[src/rtl/vga_timing_gen.sv]
// vga_timing_gen
//   Parametrised VGA raster timing generator running on the system clock.
//   A pixel clock-enable is derived from a DIV-cycle divider; the column and
//   line counters advance on it. The active/sync flags pass through a
//   PIPE-deep delay line clocked by the pixel enable, so that they line up
//   with a downstream pixel pipeline. Line/frame strobes and a frame counter
//   are provided for animation and blink logic.
//
// Ports
//   clk         in   system clock
//   rst         in   asynchronous, active-low reset
//   en          in   run enable; low freezes the whole generator
//   pix_ce      out  pixel clock-enable, one clk wide
//   h_cnt       out  current column (undelayed)
//   v_cnt       out  current line (undelayed)
//   valid       out  active-area flag, delayed by PIPE pixels
//   hsync       out  horizontal sync, delayed by PIPE pixels
//   vsync       out  vertical sync, delayed by PIPE pixels
//   line_start  out  one-clk pulse after h_cnt wraps to 0
//   frame_start out  one-clk pulse after (h_cnt, v_cnt) wraps to (0,0)
//   frame_cnt   out  completed frames, modulo 256
module vga_timing_gen #(
  parameter int DIV      = 4,
  parameter int H_ACTIVE = 640,
  parameter int H_FP     = 16,
  parameter int H_SYNC   = 96,
  parameter int H_BP     = 48,
  parameter int V_ACTIVE = 480,
  parameter int V_FP     = 10,
  parameter int V_SYNC   = 2,
  parameter int V_BP     = 33,
  parameter int HS_POL   = 0,
  parameter int VS_POL   = 0,
  parameter int PIPE     = 1,
  parameter int CW       = 10
) (
  input  logic          clk,
  input  logic          rst,
  input  logic          en,
  output logic          pix_ce,
  output logic [CW-1:0] h_cnt,
  output logic [CW-1:0] v_cnt,
  output logic          valid,
  output logic          hsync,
  output logic          vsync,
  output logic          line_start,
  output logic          frame_start,
  output logic [7:0]    frame_cnt
);

  localparam int H_TOTAL = H_ACTIVE + H_FP + H_SYNC + H_BP;
  localparam int V_TOTAL = V_ACTIVE + V_FP + V_SYNC + V_BP;
  localparam int DW      = (DIV > 1) ? $clog2(DIV) : 1;

  localparam logic [DW-1:0] DIV_LAST = DW'(DIV - 1);
  localparam logic [CW-1:0] H_LAST   = CW'(H_TOTAL - 1);
  localparam logic [CW-1:0] V_LAST   = CW'(V_TOTAL - 1);
  localparam logic [CW-1:0] H_ACT    = CW'(H_ACTIVE);
  localparam logic [CW-1:0] V_ACT    = CW'(V_ACTIVE);
  localparam logic [CW-1:0] H_SS     = CW'(H_ACTIVE + H_FP);
  localparam logic [CW-1:0] H_SE     = CW'(H_ACTIVE + H_FP + H_SYNC);
  localparam logic [CW-1:0] V_SS     = CW'(V_ACTIVE + V_FP);
  localparam logic [CW-1:0] V_SE     = CW'(V_ACTIVE + V_FP + V_SYNC);
  localparam logic          HS_ON    = (HS_POL != 0);
  localparam logic          VS_ON    = (VS_POL != 0);

  logic          run;
  logic [DW-1:0] div;
  logic          h_wrap;
  logic          v_wrap;
  logic          act;
  logic          hs_raw;
  logic          vs_raw;

  // The first clk edge after reset release only arms the generator, so the
  // divider phase counts from the edge after it.
  always_ff @(posedge clk or negedge rst) begin
    if (!rst) run <= 1'b0;
    else      run <= 1'b1;
  end

  // Divider: phase is kept while en is low.
  always_ff @(posedge clk or negedge rst) begin
    if (!rst) begin
      div <= '0;
    end else if (run && en) begin
      div <= (div == DIV_LAST) ? '0 : div + DW'(1);
    end
  end

  assign pix_ce = en && run && (div == DIV_LAST);
  assign h_wrap = (h_cnt == H_LAST);
  assign v_wrap = (v_cnt == V_LAST);

  // Raster counters and strobes, advanced by the pixel enable.
  always_ff @(posedge clk or negedge rst) begin
    if (!rst) begin
      h_cnt       <= '0;
      v_cnt       <= '0;
      frame_cnt   <= '0;
      line_start  <= 1'b0;
      frame_start <= 1'b0;
    end else begin
      line_start  <= pix_ce && h_wrap;
      frame_start <= pix_ce && h_wrap && v_wrap;
      if (pix_ce) begin
        h_cnt <= h_wrap ? '0 : h_cnt + CW'(1);
        if (h_wrap) begin
          v_cnt <= v_wrap ? '0 : v_cnt + CW'(1);
          if (v_wrap) frame_cnt <= frame_cnt + 8'd1;
        end
      end
    end
  end

  assign act    = (h_cnt < H_ACT) && (v_cnt < V_ACT);
  assign hs_raw = ((h_cnt >= H_SS) && (h_cnt < H_SE)) ? HS_ON : ~HS_ON;
  assign vs_raw = ((v_cnt >= V_SS) && (v_cnt < V_SE)) ? VS_ON : ~VS_ON;

  // Delay line: stage i holds the raw flags from i+1 pixel periods ago.
  generate
    if (PIPE == 0) begin : g_nodly
      assign valid = act;
      assign hsync = hs_raw;
      assign vsync = vs_raw;
    end else begin : g_dly
      logic [PIPE-1:0] vld_p;
      logic [PIPE-1:0] hs_p;
      logic [PIPE-1:0] vs_p;

      always_ff @(posedge clk or negedge rst) begin
        if (!rst) begin
          vld_p <= '0;
          hs_p  <= {PIPE{~HS_ON}};
          vs_p  <= {PIPE{~VS_ON}};
        end else if (pix_ce) begin
          vld_p[0] <= act;
          hs_p[0]  <= hs_raw;
          vs_p[0]  <= vs_raw;
          for (int i = 1; i < PIPE; i++) begin
            vld_p[i] <= vld_p[i-1];
            hs_p[i]  <= hs_p[i-1];
            vs_p[i]  <= vs_p[i-1];
          end
        end
      end

      assign valid = vld_p[PIPE-1];
      assign hsync = hs_p[PIPE-1];
      assign vsync = vs_p[PIPE-1];
    end
  endgenerate

endmodule

[config.mk]
export PLATFORM = sky130hd
export DESIGN_NAME = vga_timing_gen
export DESIGN_NICKNAME = d
export VERILOG_FILES = /design/src/rtl/vga_timing_gen.sv
export SDC_FILE = /design/constraint.sdc
export NUM_CORES = 1
export LEC_CHECK = 0
export BUFFER_PORTS_ARGS = -buffer_cell sky130_fd_sc_hd__buf_2
export CAP_MARGIN = 20
export CORE_ASPECT_RATIO = 0.9
export CORE_UTILIZATION = 40
export CTS_BUF_LIST = sky130_fd_sc_hd__clkbuf_2
export CTS_CLUSTER_SIZE = 25
export DETAILED_ROUTE_END_ITERATION = 8
export HOLD_SLACK_MARGIN = 0.02
export PLACE_DENSITY = 0.73
export REMOVE_ABC_BUFFERS = 1
export SETUP_SLACK_MARGIN = 0.1
export SYNTH_ARGS = -nofsm -noshare
export SYNTH_HDL_FRONTEND = slang
export SYNTH_SLANG_ARGS = --single-unit
[constraint.sdc]
create_clock -name clk -period 2.2 [get_ports clk]
set_input_delay 0.22 -clock clk [delete_from_list [all_inputs] [get_ports clk]]
set_output_delay 0.22 -clock clk [all_outputs]
set_load 0.05 [all_outputs]
# Word level (Yosys, flattened, before mapping)

Cells that the tools add are included.

Bits in latches: 0
Logic and storage cells: 37
Flip-flop bits (word level): 36
Memories kept: 0
Bits of input ports: 3
Output and inout port bits: 34
Memory bits (read-only): 0
Memory bits (writable): 0

Shift operators: 0
Eq/ne operators: 3
$add $sub $neg: 4
Multiplexer cells: 5
Reduce and logical (&&, ||, !) cells: 9
Order comparisons: 6
Div/mod/pow operators: 0
Bitwise logic cells: 0
$mul: 0

Operator list:

| cell                  | count |
|---|---|
| $add 10x1->10 const B | 2 |
| $eq 10x10->1 const B  | 2 |
| $lt 10x10->1 const B  | 2 |
| $lt 10x9->1 const B   | 2 |
| $mux 10               | 2 |
| $ge 10x10->1 const B  | 1 |
| $ge 10x9->1 const B   | 1 |
| $add 8x1->8 const B   | 1 |
| $logic_and 1x1->1     | 7 |
| $reduce_and 3->1      | 1 |
| $add 2x1->2 const B   | 1 |
| $eq 2x2->1 const B    | 1 |
| $mux 1                | 2 |
| $mux 2                | 1 |
| $reduce_and 2->1      | 1 |

# Logic depth before layout (Yosys ltp)

Gate-level depths: netlist (run 1).

Depth after elaboration: 4
Depth in mapped cells: 7
Depth with buffers taken out: 6

# Worst setup path after synthesis (run 1)

Ideal clock, no wire load.

Path kind: reg-to-reg
Start: reg h_cnt[1]
End: reg frame_cnt[1]
Path slack: -139 ps
Library setup time: 125 ps
Period minus slack after synthesis: 2339 ps
Data required time: 2075 ps
Data arrival time: 2214 ps
Path buffers: 1
Stages on the path, launching flop included: 7
Cell sequence: dfrtp_1 ha_1 nand3_1 or4b_4 buf_6 nor2_2 mux2_2

Cells in the longest elaborated chain, start to end: 2

RTL lines:

| what                       | RTL line | text |
|---|---|---|
| start, declared            | 41       | `output logic [CW-1:0] h_cnt,` |
| start signal, assigned     | 107      | `h_cnt <= h_wrap ? '0 : h_cnt + CW'(1);` |
| $eq 10x10->1               | 92       | `assign h_wrap = (h_cnt == H_LAST);` |
| $reduce_and 3->1 (no line) | -        |  |
| end signal, assigned       | 110      | `if (v_wrap) frame_cnt <= frame_cnt + 8'd1;` |
| end, declared              | 48       | `output logic [7:0] frame_cnt` |

Every way passes these cells.
A chain may end at the register's enable or synchronous reset.

# Worst setup path after layout (run 1)

Start: reg h_cnt[5]
End: reg v_cnt[7]

Cells in the longest elaborated chain, start to end: 2

RTL lines:

| what                       | RTL line | text |
|---|---|---|
| $eq 10x10->1               | 92       |  |
| $reduce_and 2->1 (no line) | -        |  |
| end signal, assigned       | 109      | `v_cnt <= v_wrap ? '0 : v_cnt + CW'(1);` |
| end, declared              | 42       | `output logic [CW-1:0] v_cnt,` |

Every way passes these cells.

==> results.json, run 1 <==
{
  "synth-async-reset-ratio_pct": 100,
  "grt_pass1_vias": 1288,
  "r2r_cells": 6,
  "status": "completed",
  "antenna_found_initial": 0,
  "p_per_area_nw_per_um2": 754,
  "clock-sinks": 36,
  "num_vias": 1426,
  "routed_wl_um": 3650,
  "synth_common_cells": "dfrtp_1, nand2_1, xnor2_1",
  "path_clk_slew_ps": 220,
  "dr.first_iter.drc_count": 88,
  "hold_path_class": "primary input to flop",
  "multiInputGateArea_um2": 810,
  "grt_usage_pct": 16.7,
  "rsz0062_at_grt": "false",
  "dieArea_um2": 4660,
  "peakVddDrop_uv": 382,
  "ctsHtreeMaxLevel": 2,
  "core_um2": 4160,
  "drive_gt1_share_pct": 30.9,
  "cp-end-kind": "flop",
  "area_growth_pct": 23.4,
  "period_share_pct": 92.0,
  "n_antenna_cell": 0,
  "ys_top_cells_by_area": "dfrtp_1, xnor2_1, ha_1",
  "dr.pass1.iters": 4,
  "tritoncts": "yes",
  "cap_violations": 0,
  "utilization_pct": 52.2,
  "final_area_um2": 2170,
  "start_kind": "flop",
  "leakage_uw": 0.00111,
  "postSynthAreaPerCell_um2": 10.6,
  "ios": 37,
  "synth_area_um2": 1760,
  "start_util_pct": 42.3,
  "cts_buffer_depth": 2,
  "hold_slack_ps": 175,
  "fin_worst_skew_ps": 33.2,
  "cts_buffers": 5,
  "synth_flop_cell": "dfrtp_1",
  "critPathKind": "flop to flop",
  "grt_pass1_wl_um": 5900,
  "drc": 0,
  "cts-root-buf": "clkbuf_2",
  "wl_per_cell_um": 13.0,
  "die_height_um": 64.9,
  "dp_hpwl_um": 2560,
  "hold_depth": 3,
  "clkLatencyLatePin_ps": 410,
  "yosysUniqueCellTypes": 38,
  "overflow": 0,
  "grt_start_max_net_pins": 37,
  "max_freq_mhz": 494,
  "worstPathRequired_ps": 2510,
  "post-route-min-period_ps": 2030,
  "synth_top_area_share_pct": 48.4,
  "seq_area_frac_synth_pct": 51.4,
  "crit_fanout": 11,
  "regArea_um2": 905,
  "slew_violations": 0,
  "synth_most_common_cell": "dfrtp_1",
  "viasPerCell": 5.09,
  "fin_setup_tns_ps": 0,
  "numPortBuffers": 36,
  "die_x_um": 71.9,
  "max_stage_delay_ps": 570,
  "postPlaceCellArea_um2": 2060,
  "layout.nets": 228,
  "gp_congestion": 0.787,
  "power_uw": 1630,
  "ant_nets": 0,
  "crit_chain": "nor4b_4 > or4b_4 > clkinv_2 > buf_4 > nand4_1 > xnor2_1",
  "crit_slowest_cell": "or4b_4",
  "critPathArrivalTime_ps": 2340,
  "synth_edf_count": 0,
  "fillers": 378,
  "synth-seq-cells": 36,
  "relSlewSlack_pct": 48.8,
  "hold_viol": 0,
  "synth_top_area_cell": "dfrtp_1",
  "syn-instance-count": 166,
  "worst_slew_pin_slew_ps": 768,
  "ys_warn_count": 0,
  "setup_viol": 0,
  "std_cell_rows": 22
}
==> flip-flops by register name (all words and copies together), names as in the netlist <==
register / cells
div: 2
frame_cnt: 8
frame_start: 1
h_cnt: 10
hsync: 1
line_start: 1
run: 1
v_cnt: 10
valid: 1
vsync: 1
==> kinds of logic after synthesis <==
family,count (synthesis),share of synthesized area (%)
AO/OA/AOI/OAI,25,8.90
XOR/XNOR,16,7.98
adder cells (fa/ha/maj),6,4.27
buffers and inverters,12,3.06
flip-flops,36,51.4
multiplexers,3,1.92
other,1,0.213
AND/OR/NAND/NOR,67,22.2
==> final timing paths <==
kind	to	slack (ps)	from
max reg2reg	v_cnt[7]	170	h_cnt[5]
min in group asynchronous	v_cnt[5]	390	rst
max in group asynchronous	h_cnt[6]	1260	rst
min reg2reg	frame_cnt[7]	480	frame_cnt[7]
max	v_cnt[7]	170	h_cnt[5]
min	div[0]	180	en
==> power breakdown <==
group,internal (uW),switching [uW],leakage [uW]
Clock,190,237,0.0000390
Sequential,741,41.5,0.000473
Combinational,130,295,0.000597
==> cells in the final DEF (no fill, tap or decap), types with 2 or more instances in the layout <==
cell type / count
xor2_1: 6
and2_1: 2
a21oi_1: 6
nor3_1: 5
dfrtp_1: 33
a31oi_1: 3
nand4_1: 7
buf_4: 12
nand2_1: 16
mux2_2: 3
and4_1: 4
ha_1: 6
o21a_1: 2
dfstp_2: 2
and3_1: 4
a21o_1: 3
xnor2_1: 10
inv_1: 7
a22o_1: 2
o41ai_1: 2
buf_2: 36
or3_1: 4
clkinv_2: 2
nand3_1: 9
o21ai_0: 7
clkbuf_2: 5
nor2_1: 6
==> timing repair <==
| item | in CTS | in global routing |
|---|---|---|
| hold endpoints to repair | 34 | 0 |
| cloned | 0 | 1 |
| resized for setup | 1 | 1 |
| setup endpoints to repair | 2 | 3 |
| hold buffers | 1 | 0 |
| pin swaps | 0 | 1 |
| buffers inserted | 0 | 2 |
==> layout make-up <==
cell class	instances	share of cell area, %
flip-flops and latches	36	41.7
repair buffers	49	12.9
multi-input cells	119	37.3
inverters	8	1.44
well taps	60	3.46
clock buffers	5	1.15
clock inverters	3	1.96
==> worst max-delay path: cells and delay by family, from the launching register on <==
kind	cells	cell delay (ps)
xor gates and xnor gates	1	140
buffers and inverters	2	300
DFF	1	460
and+or+nand+nor	3	1020
==> through the flow <==
stage / setup WS, ps / cells
2_1_floorplan: -147 / 162
4_1_cts: 149 / 277
5_1_grt: 116 / 280
3_5_place_dp: 104 / 268
3_3_place_gp: 167 / 268
6_report: 175 / 280
==> metal layers <==
metal	vias up	GRT usage, %	part of all wire, %
met4	0	7.60	1.6
met1	680	22.1	49
met3	7	4.04	4.8
met2	41	26.1	44
met5	-	0	0
li1	698	-	-
Power figures use the tool's default switching activity.
==> inputs of run 2 (changes only) <==
--- a/config.mk
+++ b/config.mk
@@ -5,15 +5,16 @@
 export SDC_FILE = /design/constraint.sdc
 export NUM_CORES = 1
 export LEC_CHECK = 0
+export ABC_AREA = 1
 export BUFFER_PORTS_ARGS = -buffer_cell sky130_fd_sc_hd__buf_2
 export CAP_MARGIN = 20
 export CORE_ASPECT_RATIO = 0.9
-export CORE_UTILIZATION = 40
+export CORE_UTILIZATION = 50
 export CTS_BUF_LIST = sky130_fd_sc_hd__clkbuf_2
 export CTS_CLUSTER_SIZE = 25
 export DETAILED_ROUTE_END_ITERATION = 8
 export HOLD_SLACK_MARGIN = 0.02
-export PLACE_DENSITY = 0.73
+export PLACE_DENSITY = 0.84
 export REMOVE_ABC_BUFFERS = 1
 export SETUP_SLACK_MARGIN = 0.1
 export SYNTH_ARGS = -nofsm -noshare
==> results.json, run 2 <==
{
  "status": "completed",
  "grt_pass1_wl_um": 7110,
  "core_um2": 3780,
  "ios": 37,
  "cts_buffers": 5,
  "crit_slowest_cell": "dfrtp_1",
  "setup_viol": 0,
  "ys_warn_count": 0,
  "ys_top_cells_by_area": "dfrtp_1, nand2_1, nand3_1",
  "numPortBuffers": 36,
  "grt_usage_pct": 22.0,
  "max_stage_delay_ps": 430,
  "fillers": 359,
  "tritoncts": "yes",
  "worstPathRequired_ps": 1980,
  "worst_slew_pin_slew_ps": 776,
  "postSynthAreaPerCell_um2": 8.14,
  "ctsHtreeMaxLevel": 2,
  "max_freq_mhz": 533,
  "n_antenna_cell": 0,
  "area_growth_pct": 14.4,
  "cp_num_buf_inv": 2,
  "fin_setup_tns_ps": 0,
  "cts_buffer_depth": 2,
  "crit_chain": "ha_1 > nand2_2 > inv_4 > buf_2",
  "dr.pass1.iters": 5,
  "layout.nets": 298,
  "leakage_uw": 0.00127,
  "ant_nets": 0,
  "synth_flop_cell": "dfrtp_1",
  "final_area_um2": 2300,
  "wl_per_cell_um": 12.2,
  "drc": 0,
  "seq_area_frac_synth_pct": 44.9,
  "synth_edf_count": 0,
  "drive_gt1_share_pct": 23.8,
  "crit_fanout": 12,
  "cp_top_family": "flip-flops",
  "cp-end-kind": "output pin",
  "synth_top_area_share_pct": 42.3,
  "critPathArrivalTime_ps": 1660,
  "synth_top_area_cell": "dfrtp_1",
  "relSlewSlack_pct": 48.3,
  "hold_viol": 0,
  "p_per_area_nw_per_um2": 733,
  "start_kind": "flop",
  "routed_wl_um": 4110,
  "reg_top3": "h_cnt (10), v_cnt (10), frame_cnt (8)",
  "overflow": 0,
  "synth_common_cells": "nand2_1, dfrtp_1, nor2_1",
  "viasPerCell": 5.26,
  "antenna_found_initial": 0,
  "start_util_pct": 53.1,
  "dr.first_iter.drc_count": 120,
  "fin_worst_skew_ps": 11.6,
  "synth_most_common_cell": "nand2_1",
  "clock-sinks": 36,
  "synth_area_um2": 2010,
  "grt_start_max_net_pins": 37,
  "cts-root-buf": "clkbuf_2",
  "synth-async-reset-ratio_pct": 100,
  "utilization_pct": 60.8,
  "hold_path_class": "primary input to flop",
  "clkLatencyLatePin_ps": 390,
  "die_x_um": 68.8,
  "rsz0062_at_grt": "false",
  "gp_congestion": 0.838,
  "dieArea_um2": 4280,
  "syn-instance-count": 247,
  "peakVddDrop_uv": 530,
  "critPathKind": "flop to output pin",
  "final_common_cell": "nand2_1",
  "std_cell_rows": 21,
  "grt_pass1_vias": 1621,
  "postPlaceCellArea_um2": 2230,
  "die_height_um": 62.2,
  "num_vias": 1769,
  "dp_hpwl_um": 3010,
  "path_clk_slew_ps": 180,
  "slew_violations": 0,
  "final_cell_mix": "nand2_1, buf_2, dfrtp_1",
  "cap_violations": 0,
  "post-route-min-period_ps": 1880,
  "cts_setup_buffers": 0,
  "yosysUniqueCellTypes": 32,
  "synth-seq-cells": 36,
  "period_share_pct": 85.3,
  "hold_slack_ps": 87.5
}
## run 2: logic make-up (layout without fill, tap and decap cells)
family | Yosys count | after routing | share of synthesized area (%)
buffers and inverters | 31 | 74 | 6.72
flip-flops | 36 | 36 | 44.9
XOR/XNOR | 9 | 9 | 3.92
AO/OA/AOI/OAI | 22 | 22 | 5.97
adder cells (fa/ha/maj) | 6 | 6 | 3.73
AND/OR/NAND/NOR | 142 | 142 | 34.5
other | 1 | 1 | 0.187
## run 2: path summary, 6_finish.rpt
kind                       startpoint           end  slack, ps  cells past startpoint
max                            div[0]        pix_ce        320                      4
min                                en        div[1]         90                      4
max reg2reg                  h_cnt[0]  frame_cnt[6]        450                      8
min reg2reg                     vsync         vsync        480                      2
max in group asynchronous         rst      h_cnt[8]       1300                      2
min in group asynchronous         rst        div[0]        410                      2
## run 2: area by class of cell
| type | instances | area, um^2 | share of cell area, % |
|---|---|---|---|
| clock buffers | 6 | 30.0 | 1.31 |
| clock inverters | 2 | 35.0 | 1.52 |
| inverters | 29 | 113 | 4.89 |
| multi-input cells | 180 | 972 | 42.3 |
| flip-flops and latches | 36 | 903 | 39.3 |
| well taps | 46 | 57.6 | 2.50 |
| repair buffers | 37 | 190 | 8.27 |
## run 2: layer usage
layer,GRT usage [%],vias to the layer above,routed length (um)
li1,-,877,-
met1,31.1,828,1900
met2,32.6,58,1920
met3,4.41,6,247
met4,8.42,0,46
met5,0,-,0
## run 2: where the power goes
part	leakage, uW	internal, uW	switching [uW]
combinational	0.000778	104	343
sequential	0.000450	736	77.1
clock	0.0000430	196	231
total	0.00127	1040	651
## run 2: metrics by stage
stage,cells,worst slack [ps],total power (uW)
floorplan,245,311,1160
global route,336,188,1770
CTS,336,313,1690
detailed placement,327,477,1270
global placement,327,566,1260
finish,336,323,1690
## run 2: timing repair
action                    CTS  global route
hold buffers                1             0
hold endpoints to repair   34             0
gates resized for setup     0             0
## run 2: worst register-to-register path, stage by stage (launching register included)
cell and delay, ps:
dfrtp_1 470, ha_1 240, nand2_2 90, nor2_4 120
nand4_4 120, nor2_4 310, nand2_2 170, nand2_1 100
nand2_1 50
==> inputs of run 3 (changes only) <==
--- a/config.mk
+++ b/config.mk
@@ -9,12 +9,13 @@
 export BUFFER_PORTS_ARGS = -buffer_cell sky130_fd_sc_hd__buf_2
 export CAP_MARGIN = 20
 export CORE_ASPECT_RATIO = 0.9
-export CORE_UTILIZATION = 50
+export CORE_UTILIZATION = 57
 export CTS_BUF_LIST = sky130_fd_sc_hd__clkbuf_2
 export CTS_CLUSTER_SIZE = 25
 export DETAILED_ROUTE_END_ITERATION = 8
+export GPL_ROUTABILITY_DRIVEN = 0
 export HOLD_SLACK_MARGIN = 0.02
-export PLACE_DENSITY = 0.84
+export PLACE_DENSITY = 0.92
 export REMOVE_ABC_BUFFERS = 1
 export SETUP_SLACK_MARGIN = 0.1
 export SYNTH_ARGS = -nofsm -noshare
==> results.json, run 3 (synthesis results as in run 2) <==
{
  "finalNonFillerCells": 334,
  "final_cell_mix": "nand2_1, buf_2, dfrtp_1",
  "drc": 0,
  "cts-root-buf": "clkbuf_2",
  "utilization_pct": 67.4,
  "grt_usage_pct": 25.4,
  "area_growth_pct": 13.3,
  "dr.first_iter.drc_count": 103,
  "cts_buffer_depth": 2,
  "hold_viol": 0,
  "die_x_um": 64.6,
  "leakage_uw": 0.00126,
  "viasPerCell": 5.21,
  "std_cell_rows": 20,
  "multiInputGateArea_um2": 972,
  "ant_nets": 0,
  "clock-sinks": 36,
  "final_common_cell": "nand2_1",
  "crit_slowest_cell": "dfrtp_1",
  "worst_slew_pin_slew_ps": 776,
  "cp-end-kind": "output pin",
  "setup_viol": 0,
  "wl_per_cell_um": 13.0,
  "hold_slack_ps": 98.4,
  "max_freq_mhz": 529,
  "internal-power_uw": 917,
  "dieArea_um2": 3770,
  "drive_gt1_share_pct": 23.8,
  "grt_pass1_wl_um": 7180,
  "fillers": 278,
  "numPortBuffers": 36,
  "critPathKind": "flop to output pin",
  "die_height_um": 58.3,
  "cap_violations": 0,
  "rsz0062_at_grt": "false",
  "crit_fanout": 12,
  "slew_violations": 0,
  "num_vias": 1741,
  "ios": 37,
  "dr.pass1.iters": 4,
  "antenna_found_initial": 0,
  "reg_top3": "h_cnt (10), v_cnt (10), frame_cnt (8)",
  "comb_power_share_pct": 28.7,
  "crit_chain": "ha_1 > nand2_2 > inv_4 > buf_2",
  "path_clk_slew_ps": 190,
  "post-route-min-period_ps": 1890,
  "status": "completed",
  "p_sw_share_pct": 42.3,
  "cts_buffers": 5,
  "period_share_pct": 86.0,
  "start_util_pct": 59.5,
  "start_kind": "flop",
  "p_switching_uw": 671,
  "hold_path_class": "primary input to flop",
  "routed_wl_um": 4350,
  "cp_top_family": "flip-flops",
  "layout.nets": 298,
  "ctsHtreeMaxLevel": 2,
  "p_per_area_nw_per_um2": 697,
  "relSlewSlack_pct": 48.3,
  "critPathArrivalTime_ps": 1670,
  "final_area_um2": 2280,
  "grt_pass1_vias": 1579,
  "cp_num_buf_inv": 2,
  "fin_worst_skew_ps": 40.6,
  "placed_cells": 325,
  "fin_setup_tns_ps": 0,
  "regArea_um2": 903,
  "clkPwrFrac_pct": 19.8,
  "seqPwrFrac_pct": 51.5,
  "worstPathRequired_ps": 1980,
  "core_um2": 3380,
  "tritoncts": "yes",
  "clkLatencyLatePin_ps": 410,
  "peakVddDrop_uv": 514,
  "n_antenna_cell": 0,
  "dp_hpwl_um": 3180,
  "grt_start_max_net_pins": 37,
  "max_stage_delay_ps": 440,
  "postPlaceCellArea_um2": 2220,
  "overflow": 0
}
[run 3: changes by cell type in the layout (fill, tap and decap cells not counted), sizes merged]
cell / delta
bufinv: -1
clkbuf: -1
clkinv: +2
[run 3: final timing paths]
check,start,end,slack (ps),depth (start not counted)
max in group asynchronous,rst,v_cnt[5],1280,2
worst max-delay path,div[0],pix_ce,310,4
worst min-delay path,en,div[1],100,4
worst min register to register,vsync,vsync,480,2
min in group asynchronous,rst,frame_cnt[4],390,2
worst max register to register,h_cnt[0],frame_cnt[4],420,8
[run 3: worst min-delay path, cell delays in order]
cell and delay, ps:
buf_2 70, nand2_1 70, nand2_1 70, nand2_1 50
[run 3: final cells by class]
cell class / instances / area share [%]
Tap cell: 44 / 2.42
Inverter: 29 / 4.95
Clock inverter: 3 / 0.824
Multi-Input combinational cell: 180 / 42.7
Sequential cell: 36 / 39.7
Clock buffer: 5 / 1.10
Timing Repair Buffer: 37 / 8.35
[run 3: what timing repair did]
item | in CTS | in global routing
buffers inserted | 0 | 0
setup endpoints to repair | 0 | 0
resized for setup | 0 | 0
endpoints found under the hold margin | 34 | 0
hold buffers | 1 | 0
[run 3: through the flow]
| stage | setup WS [ps] | total power, uW |
|---|---|---|
| floorplan | 311 | 1160 |
| global placement | 566 | 1260 |
| CTS | 304 | 1590 |
| detailed placement | 465 | 1280 |
| finish | 309 | 1590 |
| global route | 172 | 1660 |
[run 3: power by group through the flow]
| stage | Clock, uW | Combinational, uW | Sequential [uW] |
|---|---|---|---|
| 2_1_floorplan | 0 | 153 | 1010 |
| 3_3_place_gp | 0 | 441 | 820 |
| 3_5_place_dp | 0 | 452 | 825 |
| 4_1_cts | 316 | 457 | 815 |
| 5_1_grt | 348 | 485 | 830 |
| 6_report | 315 | 455 | 818 |
[run 3: per-layer routing]
layer  vias to the layer above  GRT usage [%]  share of wire (%)
met5                         -              0                  0
met4                         0           10.2                1.3
met3                         8           5.43                4.5
met2                        48           40.8                 49
met1                       813           34.1                 45
li1                        872              -                  -
